==> src/rtl/mands_pkg.sv <==
// Shared types and widths for the MandS frame transmitter.
// Optional reference model is enabled with the MANDS_TX_REF_EN macro.
package mands_pkg;

    localparam int DATA_W = 8;   // signed sample width
    localparam int SUM_W  = 12;  // downstream sum width (16 x 8-bit cannot overflow)

    typedef enum logic [1:0] {
        IDLE   = 2'd0,
        START  = 2'd1,
        STREAM = 2'd2,
        GAP    = 2'd3
    } tx_state_t;

endpackage

==> src/rtl/mands_frame_tx_if.sv <==
// Bus bundle between upstream sample logic / MandS and the frame transmitter.
// exp_max/exp_sum exist only when MANDS_TX_REF_EN is defined.
//
// Handshake: there is no ready. MandS always accepts, so a sample is
// transferred in every cycle where valid=1; data is meaningless when valid=0.
// start is a single-cycle pulse one cycle before the first valid sample.
// Writes use wr_en alone; a write while full (with no same-cycle pop) is dropped
// and reported on err.
interface mands_frame_tx_if #(
    parameter int LEN_W = 5
);
    import mands_pkg::*;

    logic              wr_en;
    logic [DATA_W-1:0] wr_data;
    logic              full;
    logic [LEN_W-1:0]  count;
    logic              send;
    logic [LEN_W-1:0]  frame_len;
    logic              start;
    logic              valid;
    logic [DATA_W-1:0] data;
    logic              busy;
    logic              done;
    logic              err;
`ifdef MANDS_TX_REF_EN
    logic [DATA_W-1:0] exp_max;
    logic [SUM_W-1:0]  exp_sum;
`endif

    // Transmitter side
    modport master (
        input  wr_en, wr_data, send, frame_len,
`ifdef MANDS_TX_REF_EN
        output exp_max, exp_sum,
`endif
        output full, count, start, valid, data, busy, done, err
    );

    // Upstream producer / MandS side
    modport slave (
        output wr_en, wr_data, send, frame_len,
`ifdef MANDS_TX_REF_EN
        input  exp_max, exp_sum,
`endif
        input  full, count, start, valid, data, busy, done, err
    );

endinterface

==> src/rtl/mands_tx_fifo.sv <==
// Circular sample buffer for the frame transmitter. Simultaneous push and pop
// are both honoured, even when full; a push while full without a pop is dropped.
module mands_tx_fifo
    import mands_pkg::*;
#(
    parameter int DEPTH = 16,
    parameter int LEN_W = 5
) (
    input  logic              clk,
    input  logic              resetb,
    input  logic              wr_en,
    input  logic [DATA_W-1:0] wr_data,
    input  logic              rd_en,
    output logic [DATA_W-1:0] rd_data,
    output logic [LEN_W-1:0]  count,
    output logic              full,
    output logic              wr_drop
);

    localparam int PTR_W = (DEPTH > 1) ? $clog2(DEPTH) : 1;

    logic [DATA_W-1:0] mem [DEPTH];
    logic [PTR_W-1:0]  wr_ptr;
    logic [PTR_W-1:0]  rd_ptr;
    logic              do_push;
    logic              do_pop;

    function automatic logic [PTR_W-1:0] ptr_inc(input logic [PTR_W-1:0] p);
        return (p == PTR_W'(DEPTH - 1)) ? '0 : p + 1'b1;
    endfunction

    assign full    = (count == LEN_W'(DEPTH));
    assign do_pop  = rd_en && (count != '0);
    assign do_push = wr_en && (!full || do_pop);
    assign wr_drop = wr_en && full && !do_pop;
    assign rd_data = mem[rd_ptr];

    // Storage array; contents need no reset since count gates every read.
    always_ff @(posedge clk) begin
        if (do_push) mem[wr_ptr] <= wr_data;
    end

    // Pointer and occupancy bookkeeping.
    always_ff @(posedge clk or negedge resetb) begin
        if (!resetb) begin
            wr_ptr <= '0;
            rd_ptr <= '0;
            count  <= '0;
        end else begin
            if (do_push) wr_ptr <= ptr_inc(wr_ptr);
            if (do_pop)  rd_ptr <= ptr_inc(rd_ptr);
            case ({do_push, do_pop})
                2'b10:   count <= count + 1'b1;
                2'b01:   count <= count - 1'b1;
                default: count <= count;
            endcase
        end
    end

endmodule

==> src/rtl/mands_frame_tx.sv <==
// Frame transmitter in front of the MandS max/sum engine: buffers samples,
// then on send emits start, a frame of valid samples, and an idle gap.
// MANDS_TX_REF_EN adds a running max/sum reference of the current frame.
module mands_frame_tx
    import mands_pkg::*;
#(
    parameter int DEPTH   = 16,
    parameter int LEN_W   = 5,
    parameter int MIN_GAP = 2
) (
    input  logic               clk,
    input  logic               resetb,
    mands_frame_tx_if.master   bus,
    output tx_state_t          dbg_state
);

    localparam int GAP_W = (MIN_GAP > 1) ? $clog2(MIN_GAP) : 1;

    tx_state_t         state, state_nx;
    logic [LEN_W-1:0]  remain;
    logic [GAP_W-1:0]  gap_cnt;
    logic              gap_last;
    logic              accept;
    logic              reject;
    logic              len_ok;
    logic              rd_en;
    logic [DATA_W-1:0] rd_data;
    logic              wr_drop;
    logic [DATA_W-1:0] data_hold;
    logic              err_q;

    mands_tx_fifo #(.DEPTH(DEPTH), .LEN_W(LEN_W)) u_fifo (
        .clk     (clk),
        .resetb  (resetb),
        .wr_en   (bus.wr_en),
        .wr_data (bus.wr_data),
        .rd_en   (rd_en),
        .rd_data (rd_data),
        .count   (bus.count),
        .full    (bus.full),
        .wr_drop (wr_drop)
    );

    assign len_ok   = (bus.frame_len != '0) && (bus.frame_len <= LEN_W'(DEPTH))
                      && (bus.count >= bus.frame_len);
    assign gap_last = (gap_cnt == GAP_W'(MIN_GAP - 1));
    assign rd_en    = (state == STREAM);

    // Outputs decode registered state only, so nothing is combinational from an input.
    assign bus.start = (state == START);
    assign bus.valid = (state == STREAM);
    assign bus.busy  = (state != IDLE);
    assign bus.done  = (state == GAP) && gap_last;
    assign bus.err   = err_q;
    assign bus.data  = (state == STREAM) ? rd_data : data_hold;
    assign dbg_state = state;

    // Next-state logic; send outside IDLE is deliberately ignored.
    always_comb begin
        state_nx = state;
        accept   = 1'b0;
        reject   = 1'b0;
        case (state)
            IDLE: begin
                if (bus.send) begin
                    if (len_ok) begin
                        accept   = 1'b1;
                        state_nx = START;
                    end else begin
                        reject   = 1'b1;
                    end
                end
            end
            START:   state_nx = STREAM;
            STREAM:  if (remain == LEN_W'(1)) state_nx = GAP;
            GAP:     if (gap_last) state_nx = IDLE;
            default: state_nx = IDLE;
        endcase
    end

    // State register plus frame/gap counters, error pulse and data hold.
    always_ff @(posedge clk or negedge resetb) begin
        if (!resetb) begin
            state     <= IDLE;
            remain    <= '0;
            gap_cnt   <= '0;
            err_q     <= 1'b0;
            data_hold <= '0;
        end else begin
            state   <= state_nx;
            err_q   <= reject || wr_drop;
            gap_cnt <= (state == GAP) ? gap_cnt + 1'b1 : '0;
            if (accept)
                remain <= bus.frame_len;
            else if (state == STREAM)
                remain <= remain - 1'b1;
            if (state == STREAM) data_hold <= rd_data;
        end
    end

`ifdef MANDS_TX_REF_EN
    logic              first_q;
    logic [DATA_W-1:0] ref_max;
    logic [SUM_W-1:0]  ref_sum;

    assign bus.exp_max = ref_max;
    assign bus.exp_sum = ref_sum;

    // Golden running max/sum: cleared on acceptance, first sample seeds the max.
    always_ff @(posedge clk or negedge resetb) begin
        if (!resetb) begin
            first_q <= 1'b0;
            ref_max <= '0;
            ref_sum <= '0;
        end else begin
            first_q <= (state == START);
            if (accept) begin
                ref_max <= '0;
                ref_sum <= '0;
            end else if (state == STREAM) begin
                if (first_q || ($signed(rd_data) > $signed(ref_max)))
                    ref_max <= rd_data;
                ref_sum <= ref_sum + {{(SUM_W - DATA_W){rd_data[DATA_W-1]}}, rd_data};
            end
        end
    end
`endif

endmodule

==> src/flat_wrapper.sv <==
// flat-port wrapper written by rule: the top's interface ports become plain ports
module mands_frame_tx_flat import mands_pkg::*;
#(
    parameter int DEPTH   = 16,
    parameter int LEN_W   = 5,
    parameter int MIN_GAP = 2
)
  (clk, resetb, dbg_state, bus_wr_en, bus_wr_data, bus_send, bus_frame_len, bus_full, bus_count, bus_start, bus_valid, bus_data, bus_busy, bus_done, bus_err);
  mands_frame_tx_if #(.LEN_W(LEN_W)) bus_i ();
  input  logic clk;
  input  logic resetb;
  output tx_state_t dbg_state;
  input wire logic [$bits(bus_i.wr_en)-1:0] bus_wr_en;
  input wire logic [$bits(bus_i.wr_data)-1:0] bus_wr_data;
  input wire logic [$bits(bus_i.send)-1:0] bus_send;
  input wire logic [$bits(bus_i.frame_len)-1:0] bus_frame_len;
  output wire logic [$bits(bus_i.full)-1:0] bus_full;
  output wire logic [$bits(bus_i.count)-1:0] bus_count;
  output wire logic [$bits(bus_i.start)-1:0] bus_start;
  output wire logic [$bits(bus_i.valid)-1:0] bus_valid;
  output wire logic [$bits(bus_i.data)-1:0] bus_data;
  output wire logic [$bits(bus_i.busy)-1:0] bus_busy;
  output wire logic [$bits(bus_i.done)-1:0] bus_done;
  output wire logic [$bits(bus_i.err)-1:0] bus_err;
  assign bus_i.wr_en = bus_wr_en;
  assign bus_i.wr_data = bus_wr_data;
  assign bus_i.send = bus_send;
  assign bus_i.frame_len = bus_frame_len;
  assign bus_full = bus_i.full;
  assign bus_count = bus_i.count;
  assign bus_start = bus_i.start;
  assign bus_valid = bus_i.valid;
  assign bus_data = bus_i.data;
  assign bus_busy = bus_i.busy;
  assign bus_done = bus_i.done;
  assign bus_err = bus_i.err;
  mands_frame_tx #(.DEPTH(DEPTH), .LEN_W(LEN_W), .MIN_GAP(MIN_GAP)) u_core (.clk(clk), .resetb(resetb), .bus(bus_i), .dbg_state(dbg_state));
endmodule
==> config.mk <==
export PLATFORM = sky130hd
export DESIGN_NAME = mands_frame_tx_flat
export DESIGN_NICKNAME = d
export VERILOG_FILES = /design/src/rtl/mands_pkg.sv /design/src/rtl/mands_frame_tx_if.sv /design/src/rtl/mands_tx_fifo.sv /design/src/rtl/mands_frame_tx.sv /design/src/flat_wrapper.sv
export SDC_FILE = /design/constraint.sdc
export NUM_CORES = 1
export LEC_CHECK = 0
export BUFFER_PORTS_ARGS = -buffer_cell sky130_fd_sc_hd__buf_2
export CAP_MARGIN = 20
export CELL_PAD_IN_SITES_DETAIL_PLACEMENT = 1
export CELL_PAD_IN_SITES_GLOBAL_PLACEMENT = 2
export CORE_MARGIN = 2
export CORE_UTILIZATION = 41
export DETAILED_ROUTE_END_ITERATION = 10
export GPL_ROUTABILITY_DRIVEN = 0
export PLACE_DENSITY = 0.8
export REMOVE_ABC_BUFFERS = 1
export SYNTH_ARGS = -nofsm -noshare
export SYNTH_HDL_FRONTEND = slang
export SYNTH_SLANG_ARGS = --single-unit
==> constraint.sdc <==
create_clock -name clk -period 2.7 [get_ports clk]
set_clock_uncertainty 0.05 [all_clocks]
set_input_delay 0.675 -clock clk [delete_from_list [all_inputs] [get_ports clk]]
set_output_delay 0.675 -clock clk [all_outputs]
set_load 0.05 [all_outputs]
-- Word-level counts from Yosys, hierarchy flattened
Memories as Yosys holds them, arrays and structs flattened.
Index checks and enable logic that the tools add are counted.
- reductions and logical operators: 18
- muxes and demuxes: 20
- order comparisons: 2
- equal/unequal tests: 13
- add/sub/neg operators: 6
- operators by type and width (kind ; number):
    5-bit two-way mux ; 2
    5-bit case mux with 2 select lines ; 1
    5-bit nonzero test ; 2
    5-bit by 1-bit subtractor with 5-bit output, second input constant ; 2
    1-bit two-way mux ; 9
    4-bit by 1-bit adder with 4-bit output, second input constant ; 2
    4-bit equality test, second input constant ; 2
    2-bit two-way mux ; 4
    4-bit two-way mux ; 2
    8-bit two-way mux ; 1
    2-bit case mux with 4 select lines ; 1
    1-bit logical AND ; 7
    2-bit equality test, second input constant ; 3
    2-bit by 1-bit != test with 1-bit output, second input constant ; 3
    2-bit nonzero test ; 3
    5-bit by 1-bit adder with 5-bit output, second input constant ; 1
    5-bit by 1-bit equality test with 1-bit output, second input constant ; 1
    5-bit equality test, second input constant ; 1
    5-bit greater-or-equal comparator ; 1
    5-bit <= comparator, second input constant ; 1
    2-bit by 1-bit equality test with 1-bit output, second input constant ; 2
    4-bit AND reduction ; 1
    1-bit zero test ; 2
    2-bit zero test ; 1
    other kinds (3) ; 4
- bits in writable memories: 128
- memories kept: 1
- output and inout bits: 21
- bits in registers: 30
- memories (memory ; depth ; bits a word ; read ports ; clocked after Yosys merged registers in ; write ports ; line ; source):
    u_core.u_fifo.mem ; 16 ; 8 ; 1 ; 0 ; 1 ; mands_tx_fifo.sv:22 ; logic [DATA_W-1:0] mem [DEPTH];

-- Longest topological paths before layout
Gate-level depths: netlist (run 1).
- depth after elaboration: 7
- gate-level depth with buffers: 12
- depth with buffers taken out: 11

-- Cells and area by module
A second synthesis (run 1) with hierarchy kept.
- cell total of the unflattened synthesis: 438
- area, all modules: 6901.6 sq um
- modules (own cells, without submodules) (module ; cells each ; sequential area each (sq um) ; area each (sq um) ; times used):
    mands_tx_fifo ; 357 ; 4169.0 ; 5950.7 ; 1
    mands_frame_tx ; 81 ; 425.4 ; 950.9 ; 1

-- Least setup slack after synthesis (run 1)
OpenSTA, ideal clock, no wires.
- path kind: flip-flop to output port
- from: reg u_core.state[0], in the netlist u_core.dbg_state[0]
- to: out bus_data[3]
- arrival time: 3044 ps
- slack: -1069 ps
- cell stages (with the launch flop): 7
- path through: dfrtp_1 > inv_1 > ha_1 > clkbuf_1 > buf_4 > clkbuf_1 > o21ai_0
- longest elaborated chain between the ends: 2
- RTL lines (what ; line ; source):
    start: declaration ; mands_frame_tx.sv:19 ; tx_state_t state, state_nx;
    start signal: assignment ; mands_frame_tx.sv:90 ; state <= state_nx;
    2-bit equality test ; - ;
    net bus_valid ; flat_wrapper.sv:20 ; output wire logic [$bits(bus_i.valid)-1:0] bus_valid;
    8-bit two-way mux ; mands_frame_tx.sv:55 ; assign bus.data = (state == STREAM) ? rd_data : data_hold;
    end: declaration ; flat_wrapper.sv:21 ; output wire logic [$bits(bus_i.data)-1:0] bus_data;
The timed path passes the listed nets, and every way through them passes these cells.

-- Worst setup path in the final report (run 1)
- from: reg u_core.u_fifo.rd_ptr[0]
- to: out bus_data[2]
- longest elaborated chain between the ends: 2
- RTL lines (what ; line ; source):
    start: declaration ; mands_tx_fifo.sv:24 ; logic [PTR_W-1:0] rd_ptr;
    start signal: assignment ; mands_tx_fifo.sv:51 ; if (do_pop) rd_ptr <= ptr_inc(rd_ptr);
    memory read 16 x 8 bit ; - ;
    8-bit two-way mux ; mands_frame_tx.sv:55 ;
No other way between the ends.

==> qor.txt, run 1 <==
run status: complete, but fails checks
failing checks: setup timing
critical path capture point type: output pin
leakage power: 3.093 nW
via/cell ratio: 5.408
VDD IR max: 627.0 uV
Clock Path Buffers: 2
overall power: 10.07 mW
Final Hold Viols: 0
Worst-Margin Slew: 0.8151 ns
hold buffers post-CTS: 0
Hold WS: 0.2929 ns
worst-skew pair later-pin latency: 0.42 ns
Die Span X: 134.4 um
Syn Inst Count: 416
post-synthesis sequential area ratio: 0.6591
htree depth: 4
vias: 3888
Hold Path Class: in2async
Die Ht: 134.4 um
crit path kind: reg2out
final instance area: 8367 sq um
share of cells above drive strength 1: 0.3768
Slew Limit Fails: 0
Layout Nets: 522
post-layout minimum cycle time: 3.139 ns
die area: 18060 sq um
starting density of the core: 0.4203
Synth Flop Type: edfxtp_1
Req. time, crit path: 1.98 ns
Crit-path slowest cell: mux4_2
global-route wire length before repair: 24960 um
Mapped Area: 6970 sq um
GRT overflow: 0
final wirelength: 16130 um
dpl hpwl: 10430 um
max incr delay on CP: 0.52 ns
unrepaired setup endpoints after global routing: yes
Tcrit/Tclk final: 1.163
PwrDens: 1203 nW/um^2
IO Port Bufs: 37
initial antenna violation count: 0
max-capacitance violation count: 0
worst endpoint data arrival time: 2.41 ns
FF+latch count, synth: 158
vias in the first global route: 4198
row count: 47
Worst R2R Setup Slack: 0.10 ns
PnR worst setup slack: -0.4393 ns
Placed Cells: 682
DRT antenna net count: 0
Post-synth EDFFs: 128
DP Area: 7551 sq um
Initial DRC Count: 282
CTS tree: yes
largest net degree at the start of global routing: 37
Final setup violation count: 8
IO Pins: 38
critical path peak fanout: 8
Crit path max-delay family: multiplexers
Num CTS Buffers: 17
clock slew at reported path FFs: 0.06 ns
GRT Overall Usage: 0.1901
drt pass-1 iters: 5
Post-Layout Cell Count: 719
CP Launch Type: flop
critical path cell sequence: clkbuf_16 -> mux4_2 -> mux2_4 -> a22oi_2 -> o21ai_2 -> buf_6
Bufs and invs on worst path: 2
ant diodes: 0
Async S/R FF share, synth: 0.1899
count of cell types in the netlist: 48
Setup WS pre-CTS: -0.1224 ns
P&R area growth vs syn: 20.03%
YS warnings: 0
Avg Synthesized Cell Area: 16.76 sq um
Wirelength per Cell: 22.44 um
total core area: 16580 sq um
Max-slew headroom: 0.4566
root buf cell: clkbuf_16
residual DRC count: 0
Max Freq: 0.3185 GHz
clk sinks: 158
==> cells in the final DEF (no fill, tap or decap), drive strengths merged, types with 5 or more instances in the layout <==
master,netlist,final
nor2b,5,5
and2,20,20
edfxtp,128,128
ha,19,19
clkinv,0,5
o21ai,20,20
a21oi,10,10
clkbuf,8,20
nor3,8,8
mux2,21,21
buf,12,70
mux4,32,32
xnor2,7,7
a22oi,9,9
dfrtp,30,30
inv,22,29
nor2,7,7
nand2,13,13
==> worst paths after layout <==
path | start | to | cells after the start
worst max-delay path | u_core.u_fifo.rd_ptr[0] | bus_data[2] | 6
worst min-delay path | resetb | u_core.remain[4] | 1
worst max register to register | u_core.u_fifo.count[0] | u_core.u_fifo.count[4] | 10
worst min register to register | u_core.gap_cnt | u_core.gap_cnt | 1
max in group asynchronous | resetb | u_core.u_fifo.rd_ptr[0] | 1
min in group clk | u_core.gap_cnt | u_core.gap_cnt | 1
==> kinds of logic after synthesis <==
logic type      synth area share
xor+xnor                 0.01382
compound gates           0.05349
flops                     0.6591
simple gates             0.05906
buf+inv                  0.03141
mux                       0.1490
fa+ha+maj                0.03411
==> area by class of cell <==
| type | instances | area (sq um) |
|---|---|---|
| clock buffers | 19 | 442.9 |
| clock inverters | 13 | 126.4 |
| fillers | 1614 | 8217 |
| inverters | 22 | 82.58 |
| multi-input cells | 216 | 2280 |
| flip-flops and latches | 158 | 4596 |
| well taps | 220 | 275.3 |
| repair buffers | 71 | 564.3 |
==> per-stage QoR <==
stage / setup TNS [ns] / util
2_1_floorplan: -66.23 / -
3_3_place_gp: -0.03776 / 0.4553
3_5_place_dp: -1.156 / 0.4553
4_1_cts: -3.454 / 0.5008
5_1_grt: -3.930 / 0.5045
6_report: -3.161 / 0.5045
==> power by group <==
part | switching, mW | total (mW) | internal [mW]
Clock | 1.01 | 2.33 | 1.32
Sequential | 0.263 | 3.32 | 3.06
Combinational | 2.49 | 4.42 | 1.93
==> synthesized netlist by cell type (2+ instances only) <==
library cell,number,area share
a21o_1,4,0.0043
a21oi_1,10,0.0072
a22oi_1,9,0.0097
a311oi_1,2,0.0025
a32oi_1,2,0.0025
and2_1,20,0.018
buf_2,3,0.0022
buf_4,4,0.0043
buf_6,2,0.0032
clkbuf_1,8,0.0043
dfrtp_1,30,0.11
edfxtp_1,128,0.55
ha_1,19,0.034
inv_1,22,0.012
mux2_2,21,0.034
mux2i_1,4,0.0057
mux4_1,11,0.041
mux4_2,21,0.068
nand2_1,13,0.0070
nand2b_1,3,0.0027
nand3_1,2,0.0014
nand4_1,2,0.0018
nor2_1,7,0.0038
nor2b_1,5,0.0045
nor3_1,8,0.0057
nor3b_1,4,0.0043
o21a_1,3,0.0032
o21ai_0,12,0.0086
o21ai_1,8,0.0057
o22ai_1,2,0.0018
xnor2_1,7,0.0088
xor2_1,4,0.0050
==> per-layer routing <==
| layer | routed length (um) | global-route usage | vias up |
|---|---|---|---|
| li1 | - | - | 1756 |
| met1 | 6966 | 0.2537 | 2030 |
| met2 | 8253 | 0.3061 | 93 |
| met3 | 719 | 0.04497 | 9 |
| met4 | 192 | 0.06842 | 0 |
| met5 | 0 | 0 | - |
==> worst register-to-register path, stage by stage (launching register included) <==
cell     delay (ns)
dfrtp_1        0.39
or4_4          0.58
o21ai_4        0.16
nor2_1         0.08
xor2_1         0.15
ha_2           0.19
and2_1         0.15
o221a_2        0.26
o21a_1         0.20
o32ai_2        0.21
a21oi_1        0.06
==> flip-flops by register name, indices dropped and copies added (netlist names) <==
signal,count
u_core.remain,5
u_core.dbg_state,2
u_core.bus.err,1
u_core.u_fifo.wr_ptr,4
u_core.u_fifo.rd_ptr,4
u_core.gap_cnt,1
u_core.u_fifo.count,5
u_core.u_fifo.mem,128
u_core.data_hold,8
==> repair_timing <==
item	4_1_cts	5_1_grt
setup endpoints to repair	41	73
resized for setup	55	16
buffers inserted	2	2
pin swaps	7	1
cloned	1	0
No activity file was read; power rests on OpenSTA's default activity.
==> run 2: changes to the inputs <==
--- a/config.mk
+++ b/config.mk
@@ -15,6 +15,7 @@
 export GPL_ROUTABILITY_DRIVEN = 0
 export PLACE_DENSITY = 0.8
 export REMOVE_ABC_BUFFERS = 1
+export SKIP_CTS_REPAIR_TIMING = 1
 export SYNTH_ARGS = -nofsm -noshare
 export SYNTH_HDL_FRONTEND = slang
 export SYNTH_SLANG_ARGS = --single-unit
==> run 2 against run 1 <==
- the flow still finishes with violations (setup timing)
- setup slack worse by 0.023 ns
- total power rose by 0.40%
- sequential cell count stayed put
- critical endpoint is now bus_data[3]
==> qor.txt, run 2 (same netlist as run 1, synthesis figures left out) <==
Layout Nets: 525
P&R area growth vs syn: 20.57%
ant diodes: 0
Placed Cells: 682
Final setup violation count: 8
Slew Limit Fails: 0
Die Ht: 134.4 um
PnR worst setup slack: -0.4622 ns
post-layout minimum cycle time: 3.162 ns
Tcrit/Tclk final: 1.171
Initial DRC Count: 283
Worst R2R Setup Slack: 0.10 ns
starting density of the core: 0.4203
Die Span X: 134.4 um
fin util: 0.5068
dpl hpwl: 10430 um
global-route wire length before repair: 24530 um
critical path cell sequence: clkbuf_16 -> buf_4 -> mux4_2 -> mux2_4 -> a22oi_2 -> o21ai_2 -> buf_6
failing checks: setup timing
share of cells above drive strength 1: 0.3725
reg2reg end: u_core.u_fifo.count[4]
Num CTS Buffers: 17
Crit path max-delay family: multiplexers
GRT Overall Usage: 0.1862
VDD IR max: 628.5 uV
Worst-Margin Slew: 0.8000 ns
max-capacitance violation count: 0
max reg flops: 128
DP Area: 7551 sq um
clk sinks: 158
critical path depth in cells: 7
PwrDens: 1203 nW/um^2
critical path peak fanout: 8
via/cell ratio: 5.474
die area: 18060 sq um
final instance area: 8404 sq um
htree depth: 4
row count: 47
crit path kind: reg2out
Setup WS pre-CTS: -0.1224 ns
Clock Path Buffers: 2
Max Freq: 0.3162 GHz
drt pass-1 iters: 5
unrepaired setup endpoints after global routing: yes
Fillers: 1613
Crit-path slowest cell: mux4_2
Bufs and invs on worst path: 3
root buf cell: clkbuf_16
Req. time, crit path: 1.98 ns
clock slew at reported path FFs: 0.06 ns
Reg-to-Reg Start: u_core.u_fifo.count[0]
initial antenna violation count: 0
vias: 3952
final wirelength: 16080 um
CP Launch Type: flop
run status: complete, but fails checks
overall power: 10.11 mW
largest net degree at the start of global routing: 37
IO Pins: 38
max incr delay on CP: 0.49 ns
residual DRC count: 0
GRT overflow: 0
Wirelength per Cell: 22.28 um
DRT antenna net count: 0
IO Port Bufs: 37
worst endpoint data arrival time: 2.44 ns
Hold Path Class: in2async
CTS tree: yes
commonest non-fill, non-tap cell in the layout: edfxtp_1
worst-skew pair later-pin latency: 0.42 ns
most frequent cells in the layout: 128 x edfxtp_1, 29 x buf_2, 29 x buf_4, 29 x dfrtp_1, 24 x mux4_2
largest reg by FF count: u_core.u_fifo.mem
leakage power: 3.124 nW
vias in the first global route: 4180
Post-Layout Cell Count: 722
worst r2r path cells: 10
total core area: 16580 sq um
Final Hold Viols: 0
critical path capture point type: output pin
Max-slew headroom: 0.4667
biggest regs: u_core.u_fifo.mem (128), u_core.data_hold (8)
## run 2: area by class of cell
cell class              instances  area [sq um]  share of cell area
flip-flops and latches        158          4596              0.5468
multi-input cells             216          2295              0.2730
repair buffers                 74         586.8             0.06982
clock buffers                  19         442.9             0.05270
well taps                     220         275.3             0.03275
clock inverters                13         126.4             0.01504
inverters                      22         82.58            0.009826
## run 2: worst max path at each step
| stage | startpoint | end | slack [ns] |
|---|---|---|---|
| 3_3_place_gp | u_core.u_fifo.rd_ptr[0] | bus_data[2] | -0.03 |
| 6_report | u_core.u_fifo.rd_ptr[0] | bus_data[3] | -0.46 |
| 3_5_place_dp | u_core.u_fifo.rd_ptr[0] | bus_data[2] | -0.12 |
| 4_1_cts | u_core.u_fifo.rd_ptr[0] | bus_data[2] | -0.60 |
| 5_1_grt | u_core.u_fifo.rd_ptr[0] | bus_data[3] | -0.54 |
| 2_1_floorplan | u_core.u_fifo.rd_ptr[0] | bus_data[3] | -1.02 |
## run 2: through the flow
step                       TNS, ns  hold WS [ns]
after floorplan             -66.23        0.3294
after global placement    -0.03776        0.4070
after detailed placement    -1.156        0.4225
after CTS                   -7.907        0.3050
after global routing        -3.868        0.3383
final                       -3.318        0.2851
## run 2: layer usage
metal  vias up  track usage  routed length, um
li1       1764            -                  -
met1      2074       0.2514               7115
met2        97       0.2990               8126
met3        17      0.04006                599
met4         0      0.06842                242
met5         -            0                  0
## run 2: worst reg2reg max path: cells and delay by family (launching register included)
kind,cells,cell delay (ns)
AOI/OAI and AO/OA,5,0.88
xor gates and xnor gates,1,0.15
adders and majority gates,1,0.19
DFF,1,0.39
and+or+nand+nor,3,0.81
## run 2: power by group
part | internal, mW | total, mW | switching (mW)
clock network | 1.32 | 2.33 | 1.01
registers | 3.06 | 3.32 | 0.264
logic | 1.96 | 4.46 | 2.49
total | 6.33 | 10.1 | 3.77
